$ cat src/rtl/muldiv_unit_pkg.sv
// muldiv_unit_pkg: shared constants for the iterative multiply/divide unit.
//   - MD_* opcode values presented on the unit's op port
//   - MD_IDLE/MD_RUN/MD_FIX controller state encodings
//   - MIPS funct codes for mult/div and the HI/LO move instructions
//   - small opcode decode helpers
package muldiv_unit_pkg;

  localparam logic [1:0] MD_MULT  = 2'd0;
  localparam logic [1:0] MD_MULTU = 2'd1;
  localparam logic [1:0] MD_DIV   = 2'd2;
  localparam logic [1:0] MD_DIVU  = 2'd3;

  typedef enum logic [1:0] {
    MD_IDLE = 2'd0,
    MD_RUN  = 2'd1,
    MD_FIX  = 2'd2
  } md_state_e;

  localparam logic [5:0] FN_MFHI  = 6'h10;
  localparam logic [5:0] FN_MTHI  = 6'h11;
  localparam logic [5:0] FN_MFLO  = 6'h12;
  localparam logic [5:0] FN_MTLO  = 6'h13;
  localparam logic [5:0] FN_MULT  = 6'h18;
  localparam logic [5:0] FN_MULTU = 6'h19;
  localparam logic [5:0] FN_DIV   = 6'h1a;
  localparam logic [5:0] FN_DIVU  = 6'h1b;

  // Signed variants take operand magnitudes; unsigned variants use raw bits.
  function automatic logic md_is_signed(input logic [1:0] op);
    return (op == MD_MULT) || (op == MD_DIV);
  endfunction

  function automatic logic md_is_div(input logic [1:0] op);
    return op[1];
  endfunction

endpackage

$ cat src/rtl/muldiv_unit_cond_negate.sv
// cond_negate: conditional two's-complement negation.
//   in  [N-1:0]  value
//   neg          1 = output -in, 0 = pass through
//   out [N-1:0]  result (negating the most negative value wraps to itself)
module cond_negate #(
  parameter int N = 32
) (
  input  logic [N-1:0] in,
  input  logic         neg,
  output logic [N-1:0] out
);

  assign out = neg ? ((~in) + N'(1)) : in;

endmodule

$ cat src/rtl/muldiv_unit.sv
// muldiv_unit: iterative multiply/divide with architectural HI/LO registers.
// One operation takes N+1 cycles: N shift iterations plus a sign-fixup cycle.
//   clock, reset      clock (posedge), asynchronous active-low reset
//   start, op         request and opcode, sampled only while idle
//   inA, inB          multiplicand/dividend, multiplier/divisor
//   hi_wen, lo_wen,wd direct HI/LO writes (mthi/mtlo), honoured only while idle
//   busy              operation in progress (registered)
//   done              one-cycle completion pulse
//   div_by_zero       last divide had a zero divisor; valid from done to next start
//   hi, lo            architectural HI/LO registers
module muldiv_unit
  import muldiv_unit_pkg::*;
#(
  parameter int N  = 32,
  parameter int CW = 6
) (
  input  logic         clock,
  input  logic         reset,
  input  logic         start,
  input  logic [1:0]   op,
  input  logic [N-1:0] inA,
  input  logic [N-1:0] inB,
  input  logic         hi_wen,
  input  logic         lo_wen,
  input  logic [N-1:0] wd,
  output logic         busy,
  output logic         done,
  output logic         div_by_zero,
  output logic [N-1:0] hi,
  output logic [N-1:0] lo
);

  md_state_e        state_q, state_d;
  logic [CW-1:0]    cnt_q, cnt_d;
  logic [1:0]       op_q, op_d;
  logic             sa_q, sa_d;
  logic             sb_q, sb_d;
  // Multiplicand for multiply, divisor for divide.
  logic [N-1:0]     opnd_q, opnd_d;
  // Multiply: {partial product, remaining multiplier bits}.
  // Divide:   {partial remainder, dividend bits shifting into quotient}.
  logic [2*N-1:0]   acc_q, acc_d;
  logic [N-1:0]     hi_q, hi_d;
  logic [N-1:0]     lo_q, lo_d;
  logic             done_q, done_d;
  logic             dbz_q, dbz_d;

  logic             a_neg, b_neg;
  logic [N-1:0]     a_mag, b_mag;
  logic [N:0]       mul_sum;
  logic [2*N-1:0]   mul_next;
  logic [N:0]       div_shift;
  logic [N:0]       div_diff;
  logic [2*N-1:0]   div_next;
  logic [2*N-1:0]   prod_fix;
  logic [N-1:0]     quot_fix;
  logic [N-1:0]     rem_fix;
  logic             dbz_now;

  assign a_neg = md_is_signed(op) & inA[N-1];
  assign b_neg = md_is_signed(op) & inB[N-1];

  cond_negate #(.N(N)) u_mag_a (.in(inA), .neg(a_neg), .out(a_mag));
  cond_negate #(.N(N)) u_mag_b (.in(inB), .neg(b_neg), .out(b_mag));

  // Shift-add step: add multiplicand when the current multiplier bit is set,
  // then shift the whole accumulator right, keeping the carry.
  assign mul_sum  = {1'b0, acc_q[2*N-1:N]} + (acc_q[0] ? {1'b0, opnd_q} : '0);
  assign mul_next = {mul_sum, acc_q[N-1:1]};

  // Restoring divide step: shift the next dividend bit into the remainder and
  // keep the subtraction only when it does not go negative.
  assign div_shift = {acc_q[2*N-1:N], acc_q[N-1]};
  assign div_diff  = div_shift - {1'b0, opnd_q};
  assign div_next  = div_diff[N] ? {div_shift[N-1:0], acc_q[N-2:0], 1'b0}
                                 : {div_diff[N-1:0],  acc_q[N-2:0], 1'b1};

  // A zero divisor never fails the subtraction, so the remainder ends up as the
  // dividend magnitude; re-applying the dividend sign restores inA exactly.
  cond_negate #(.N(2*N)) u_fix_prod (.in(acc_q),            .neg(sa_q ^ sb_q), .out(prod_fix));
  cond_negate #(.N(N))   u_fix_quot (.in(acc_q[N-1:0]),     .neg(sa_q ^ sb_q), .out(quot_fix));
  cond_negate #(.N(N))   u_fix_rem  (.in(acc_q[2*N-1:N]),   .neg(sa_q),        .out(rem_fix));

  assign dbz_now = (opnd_q == '0);

  always_comb begin
    state_d = state_q;
    cnt_d   = cnt_q;
    op_d    = op_q;
    sa_d    = sa_q;
    sb_d    = sb_q;
    opnd_d  = opnd_q;
    acc_d   = acc_q;
    hi_d    = hi_q;
    lo_d    = lo_q;
    done_d  = 1'b0;
    dbz_d   = dbz_q;
    case (state_q)
      MD_IDLE: begin
        if (hi_wen) hi_d = wd;
        if (lo_wen) lo_d = wd;
        if (start) begin
          op_d    = op;
          sa_d    = a_neg;
          sb_d    = b_neg;
          opnd_d  = md_is_div(op) ? b_mag : a_mag;
          acc_d   = {{N{1'b0}}, (md_is_div(op) ? a_mag : b_mag)};
          cnt_d   = '0;
          dbz_d   = 1'b0;
          state_d = MD_RUN;
        end
      end
      MD_RUN: begin
        acc_d = md_is_div(op_q) ? div_next : mul_next;
        cnt_d = cnt_q + CW'(1);
        if (cnt_q == CW'(N - 1)) state_d = MD_FIX;
      end
      MD_FIX: begin
        if (md_is_div(op_q)) begin
          lo_d  = dbz_now ? '1 : quot_fix;
          hi_d  = rem_fix;
          dbz_d = dbz_now;
        end else begin
          {hi_d, lo_d} = prod_fix;
        end
        done_d  = 1'b1;
        state_d = MD_IDLE;
      end
      default: state_d = MD_IDLE;
    endcase
  end

  always_ff @(posedge clock or negedge reset) begin
    if (!reset) begin
      state_q <= MD_IDLE;
      cnt_q   <= '0;
      op_q    <= '0;
      sa_q    <= 1'b0;
      sb_q    <= 1'b0;
      opnd_q  <= '0;
      acc_q   <= '0;
      hi_q    <= '0;
      lo_q    <= '0;
      done_q  <= 1'b0;
      dbz_q   <= 1'b0;
    end else begin
      state_q <= state_d;
      cnt_q   <= cnt_d;
      op_q    <= op_d;
      sa_q    <= sa_d;
      sb_q    <= sb_d;
      opnd_q  <= opnd_d;
      acc_q   <= acc_d;
      hi_q    <= hi_d;
      lo_q    <= lo_d;
      done_q  <= done_d;
      dbz_q   <= dbz_d;
    end
  end

  // busy comes straight from the state register, never from start.
  assign busy        = (state_q != MD_IDLE);
  assign done        = done_q;
  assign div_by_zero = dbz_q;
  assign hi          = hi_q;
  assign lo          = lo_q;

endmodule
$ cat config.mk
export PLATFORM = sky130hd
export DESIGN_NAME = muldiv_unit
export DESIGN_NICKNAME = d
export VERILOG_FILES = /design/src/rtl/muldiv_unit_pkg.sv /design/src/rtl/muldiv_unit_cond_negate.sv /design/src/rtl/muldiv_unit.sv
export SDC_FILE = /design/constraint.sdc
export NUM_CORES = 1
export LEC_CHECK = 0
export ABC_CLOCK_PERIOD_IN_PS = 3600
export CAP_MARGIN = 20
export CELL_PAD_IN_SITES_DETAIL_PLACEMENT = 1
export CELL_PAD_IN_SITES_GLOBAL_PLACEMENT = 2
export CORE_MARGIN = 3
export CORE_UTILIZATION = 31
export CTS_CLUSTER_SIZE = 16
export DETAILED_ROUTE_END_ITERATION = 7
export GPL_TIMING_DRIVEN = 1
export PLACE_DENSITY = 0.76
export SLEW_MARGIN = 25
export SYNTH_ARGS = -nofsm -noshare
export SYNTH_HDL_FRONTEND = slang
export SYNTH_SLANG_ARGS = --single-unit
$ cat constraint.sdc
create_clock -name clock -period 3.6 [get_ports clock]
set_input_delay 0.72 -clock clock [delete_from_list [all_inputs] [get_ports clock]]
set_output_delay 0.72 -clock clock [all_outputs]
set_load 0.005 [all_outputs]
; ---- Yosys cells after proc, flatten, opt, wreduce, memory -nomap -nowiden
; Cells that the tools add are included.
[totals]
ff_bits = 174
elab_cells = 77
[op_classes]
addsub = 8
n_eq_ne = 9
n_mux = 28
bitwise = 8
reduce_logical = 13
[ops]
columns = cell, n
row1 = $mux 32, 12
row2 = $mux 64, 4
row3 = $add 32x1->32 const B, 4
row4 = $not 32->32, 4
row5 = $pmux 32 s2, 2
row6 = $pmux 64 s2, 1
row7 = $add 64x1->64 const B, 1
row8 = $not 64->64, 1
row9 = $add 32x32->33, 1
row10 = $sub 33x32->33, 1
row11 = $logic_not 32->1, 1
row12 = $pmux 6 s2, 1
row13 = $ne 2x2->1 const B, 5
row14 = $reduce_and 2->1, 5
row15 = $add 6x1->6 const B, 1
row16 = $eq 6x5->1 const B, 1
row17 = $mux 6, 1
row18 = $reduce_bool 2->1, 3
row19 = $eq 2x2->1 const B, 2
row20 = $logic_not 2->1, 2
row21 = $mux 2, 2
row22 = $pmux 2 s2, 1
row23 = $mux 1, 3
row24 = $reduce_and 3->1, 1
row25 = other kinds (5), 6

; ---- Logic depth before layout (Yosys ltp)
[depth]
ltp_word = 7
depth_mapped = 14
depth_no_buf = 13

; ---- Hierarchy
; A second synthesis with hierarchy kept.
[hier_totals]
cells_unflattened = 2156
area_unflattened_um2 = 17723.2
[modules_own_cells]
columns = module, instances, cells_per_inst, area_per_inst_um2, seq_area_each_um2
row1 = muldiv_unit, 1, 1554, 12966.2, 4329.2
row2 = cond_negate (u_fix_quot ...), 4, 99, 777.0, 0.0
row3 = cond_negate (u_fix_prod), 1, 206, 1649.1, 0.0

; ---- Worst setup path before layout
; Ideal clock, no wire load.
[synth_path]
path_type = register -> register
startpoint = register acc_q[0]
endpoint = register acc_q[60]
t_arrival_ns = 3.260
required_time_ns = 3.464
setup_slack_ns = 0.204
stages_incl_launch_ff = 14
synth_period_minus_slack_ns = 3.396
path_cell_list = dfrtp_1 -> inv_1 -> clkbuf_1 -> nor2_1 -> ha_1 -> o21a_1 -> o211ai_1 -> a2111o_1 -> nand3_1 -> a31oi_1 -> a2111oi_0 -> mux2_2 -> a221oi_1 -> o21ai_0
[synth_via]
elab_chain_len = 4
[synth_lines]
columns = element, line_no
row1 = start: declaration, muldiv_unit.sv:42  ; logic [2*N-1:0] acc_q, acc_d;
row2 = start signal: assignment, muldiv_unit.sv:141  ; acc_q <= '0;
row3 = start signal: assignment, muldiv_unit.sv:153  ; acc_q <= acc_d;
row4 = $mux 32, muldiv_unit.sv:68  ; assign mul_sum = {1'b0, acc_q[2*N-1:N]} + (acc_q[0] ? {1'b0, opnd_q} : '0);
row5 = $add 32x32->33, muldiv_unit.sv:68
row6 = $mux 64, muldiv_unit.sv:114  ; acc_d = md_is_div(op_q) ? div_next : mul_next;
row7 = $pmux 64 s2, muldiv_unit.sv:98  ; case (state_q)
; Every way passes these cells.
; A chain may end at the register's enable or synchronous reset.

; ---- Worst setup path after layout
[layout_path]
startpoint = register acc_q[0]
endpoint = register hi_q[11] (netlist: hi[11])
[layout_via]
elab_chain_len = 5
[layout_lines]
columns = element, line_no
row1 = $not 64->64, muldiv_unit_cond_negate.sv:13  ; assign out = neg ? ((~in) + N'(1)) : in;
row2 = $add 64x1->64, muldiv_unit_cond_negate.sv:13
row3 = $mux 64, muldiv_unit_cond_negate.sv:13
row4 = $mux 32, muldiv_unit.sv:119  ; if (md_is_div(op_q)) begin
row5 = $pmux 32 s2, muldiv_unit.sv:98
row6 = end signal: assignment, muldiv_unit.sv:154  ; hi_q <= hi_d;
row7 = end: declaration, muldiv_unit.sv:43  ; logic [N-1:0] hi_q, hi_d;
; Every way passes these cells.

==> reports/qor.csv <==
metric,value,unit
status,"finished, final reports clean",
period utilization,0.970,
total power draw,20.7,mW
Sink Count,173,
xor and xnor area share after synthesis,0.0984,
Slew @ Worst Pin,0.833,ns
final slew viol count,0,
met1 Usage GRT,0.358,
Worst Hold Class,in -> async,
met3 Use GR,0.0348,
die width,226,um
CTS Buf Count,17,
Place WS,-0.176,ns
CORE AREA,0.0478,mm^2
layer with the highest usage,met2,
Area Growth Syn to Fin,26.8,%
"Hold Vio Cnt, Final",0,
clk root buf,clkbuf_16,
first-pass GRT wire length,98900,um
syn_area_per_cell,7.81,um^2
Final nets,2334,
Max Root-Sink Buffers,2,
Clock Skew,0.0167,ns
Synthesized Nets,2101,
row cnt,80,
# fillers,5754,
latest clock arrival within the worst-skew pair,0.47,ns
R2R depth,10,
Final WS setup,0.109,ns
DIE HEIGHT,226,um
"Clk pin slew, worst setup/hold paths",0.08,ns
number of global-route vias before repair,15981,
CP Launch Point,acc_q[0]$_DFFE_PN0P_,
Initial Util,0.314,
post-synthesis cell count,1927,
Final GP Congestion,0.935,
crit path kind,reg -> reg,
max_cap viols,0,
Die ar.,0.0512,mm^2
Post-Synth Adder-Cell Area,0.0600,
total gr overflow,0,
Slew headroom,0.445,
Unique masters post-synth,76,
register area share after synthesis,0.288,
Reg2Reg Launch Point,acc_q[0]$_DFFE_PN0P_,
Post-Syn Area,0.0150,mm^2
Pre-Repair DR Iteration Count,7,
setup tns final,0,ns
simple-gate share of the synthesized area,0.192,
total wire length,65200,um
Via-to-Cell Ratio,5.69,
WP data required,3.94,ns
PwrDens,1090,mW/mm^2
Critical Path AT,3.84,ns
Port Buffers,169,
min Tclk post-route,3.49,ns
Post-synth ARST share,1.00,
compound-cell area share of the yosys netlist,0.269,
via count,15864,
antenna violations before repair,3,
"commonest non-fill, non-tap cell in the layout",o21ai_0,
worst vdd ir,0.000562,V
layout cell share with drive strength beyond 1,0.114,
Most used DFF post-synth,dfrtp_1,
crit-path max FO,5,
post-route ant nets,0,
Synth Warn #,0,
WL/cell,23.4,um
"commonest non-fill, non-tap cells in the layout","211 x o21ai_0, 188 x nand2_1, 183 x a21oi_1, 172 x dfrtp_1, 167 x clkdlybuf4s50_1",
met2 GRT Util,0.388,
number of synthesized register bits,173,
CTS tree,done,
DPL Wire Length,52400,um
Initial DRC Count,971,
GRT Overall Usage,0.254,
final core utilization,0.399,
Critical Path Sink Type,register,
antenna fix cells,0,
Pleak,7.95,nW
H-tree levels,4,
Post-synth EDFFs,0,
largest family of logic cells by synthesized area,compound AO/OA/AOI/OAI gates,
Residual DRC,0,
final setup vio count,0,
mux contribution to synthesized area,0.0476,
largest net degree at the start of global routing,70,
Startpoint Class,register,
Max Clk Rate,286,MHz
IO Count,170,
-- synth_stat cells (5+ instances only) --
cell	number	area, um^2
a22oi_1	17	128
a221oi_1	8	70.1
or2_2	6	37.5
o21ai_0	213	1070
o41ai_1	14	123
buf_1	12	45.0
and3_1	10	62.6
xor2_1	72	631
nand2_1	189	709
nor4_1	26	163
o221ai_1	6	52.6
nand4_1	16	100
or4_1	16	120
nor2_1	165	619
nor3_1	33	165
nand3_1	21	105
mux2_2	5	56.3
mux2i_1	66	661
nor2b_1	11	68.8
and2_1	11	68.8
o31ai_1	14	105
a21oi_1	185	926
clkbuf_1	104	390
nand2b_1	27	169
a31oi_1	16	100
a21o_1	26	195
xnor2_1	97	850
a31o_2	6	52.6
o22ai_1	32	200
a211oi_1	25	188
o21bai_1	6	45.0
or3_1	44	275
dfrtp_1	173	4330
o211ai_1	38	285
o21a_1	9	67.6
inv_1	62	233
ha_1	69	863
-- cells by family (layout without fill, tap and decap cells) --
group,count (synthesis),in the layout
XOR/XNOR,169,169
AND/OR/NAND/NOR,600,600
buffers and inverters,181,427
AO/OA/AOI/OAI,662,662
flip-flops,173,173
multiplexers,71,71
adder cells (fa/ha/maj),71,71
-- area by class of cell --
cell class	instances	area, um^2	area share
Inverter	62	233	0.0122
Sequential cell	173	4330	0.227
Clock inverter	13	158	0.00826
Multi-Input combinational cell	1573	10100	0.531
Clock buffer	19	433	0.0227
Timing Repair Buffer	333	3020	0.158
Tap cell	615	769	0.0403
-- through the flow --
step                      std cells  hold slack (ns)  instance area (um^2)
after floorplan                1927            0.424                 15000
after global placement         2755            0.461                 18400
after detailed placement       2755            0.471                 18400
after CTS                      2787            0.181                 19000
after global routing           2788            0.201                 19100
final                          2788            0.171                 19100
-- worst max-delay path, stage by stage, from the launching register on --
cell and delay (ns):
dfrtp_1 0.39, buf_4 0.15, buf_4 0.17, or3_1 0.44, or4_1 0.53, nor4_2 0.31, and2_4 0.26, nor2_1 0.14
o41ai_1 0.41, xor2_1 0.43, a21oi_1 0.13
-- where the power goes --
| part | internal [mW] | switching [mW] |
|---|---|---|
| Combinational | 6.28 | 8.52 |
| Sequential | 2.94 | 1.01 |
| Clock | 1.04 | 0.909 |
-- flip-flops by register name (all words and copies together) (netlist names) --
| signal | count |
|---|---|
| cnt_q | 6 |
| sb_q | 1 |
| state_q | 2 |
| lo | 32 |
| op_q | 1 |
| hi | 32 |
| done | 1 |
| opnd_q | 32 |
| div_by_zero | 1 |
| sa_q | 1 |
| acc_q | 64 |
-- worst paths after layout --
kind                                     endpoint  slack (ns)
max                            hi[11]$_DFFE_PN0P_        0.11
min                            lo[14]$_DFFE_PN0P_        0.17
max reg2reg                    hi[11]$_DFFE_PN0P_        0.11
min reg2reg                    lo[10]$_DFFE_PN0P_        0.48
max in group asynchronous  opnd_q[29]$_DFFE_PN0P_        2.65
min in group clock             lo[10]$_DFFE_PN0P_        0.48
-- repair_timing --
item                                    4_1_cts  5_1_grt
pin swaps                                     0        2
setup buffers                                 0        1
gates resized for setup                       3       18
hold buffers                                  0        0
endpoints found under the setup margin        2       19
-- per-layer routing --
layer | vias to the layer above | wire length, um
li1 | 7482 | -
met1 | 7878 | 30900
met2 | 421 | 28400
met3 | 83 | 3160
met4 | 0 | 2760
met5 | - | 0
(Power assumes the default switching activity.)
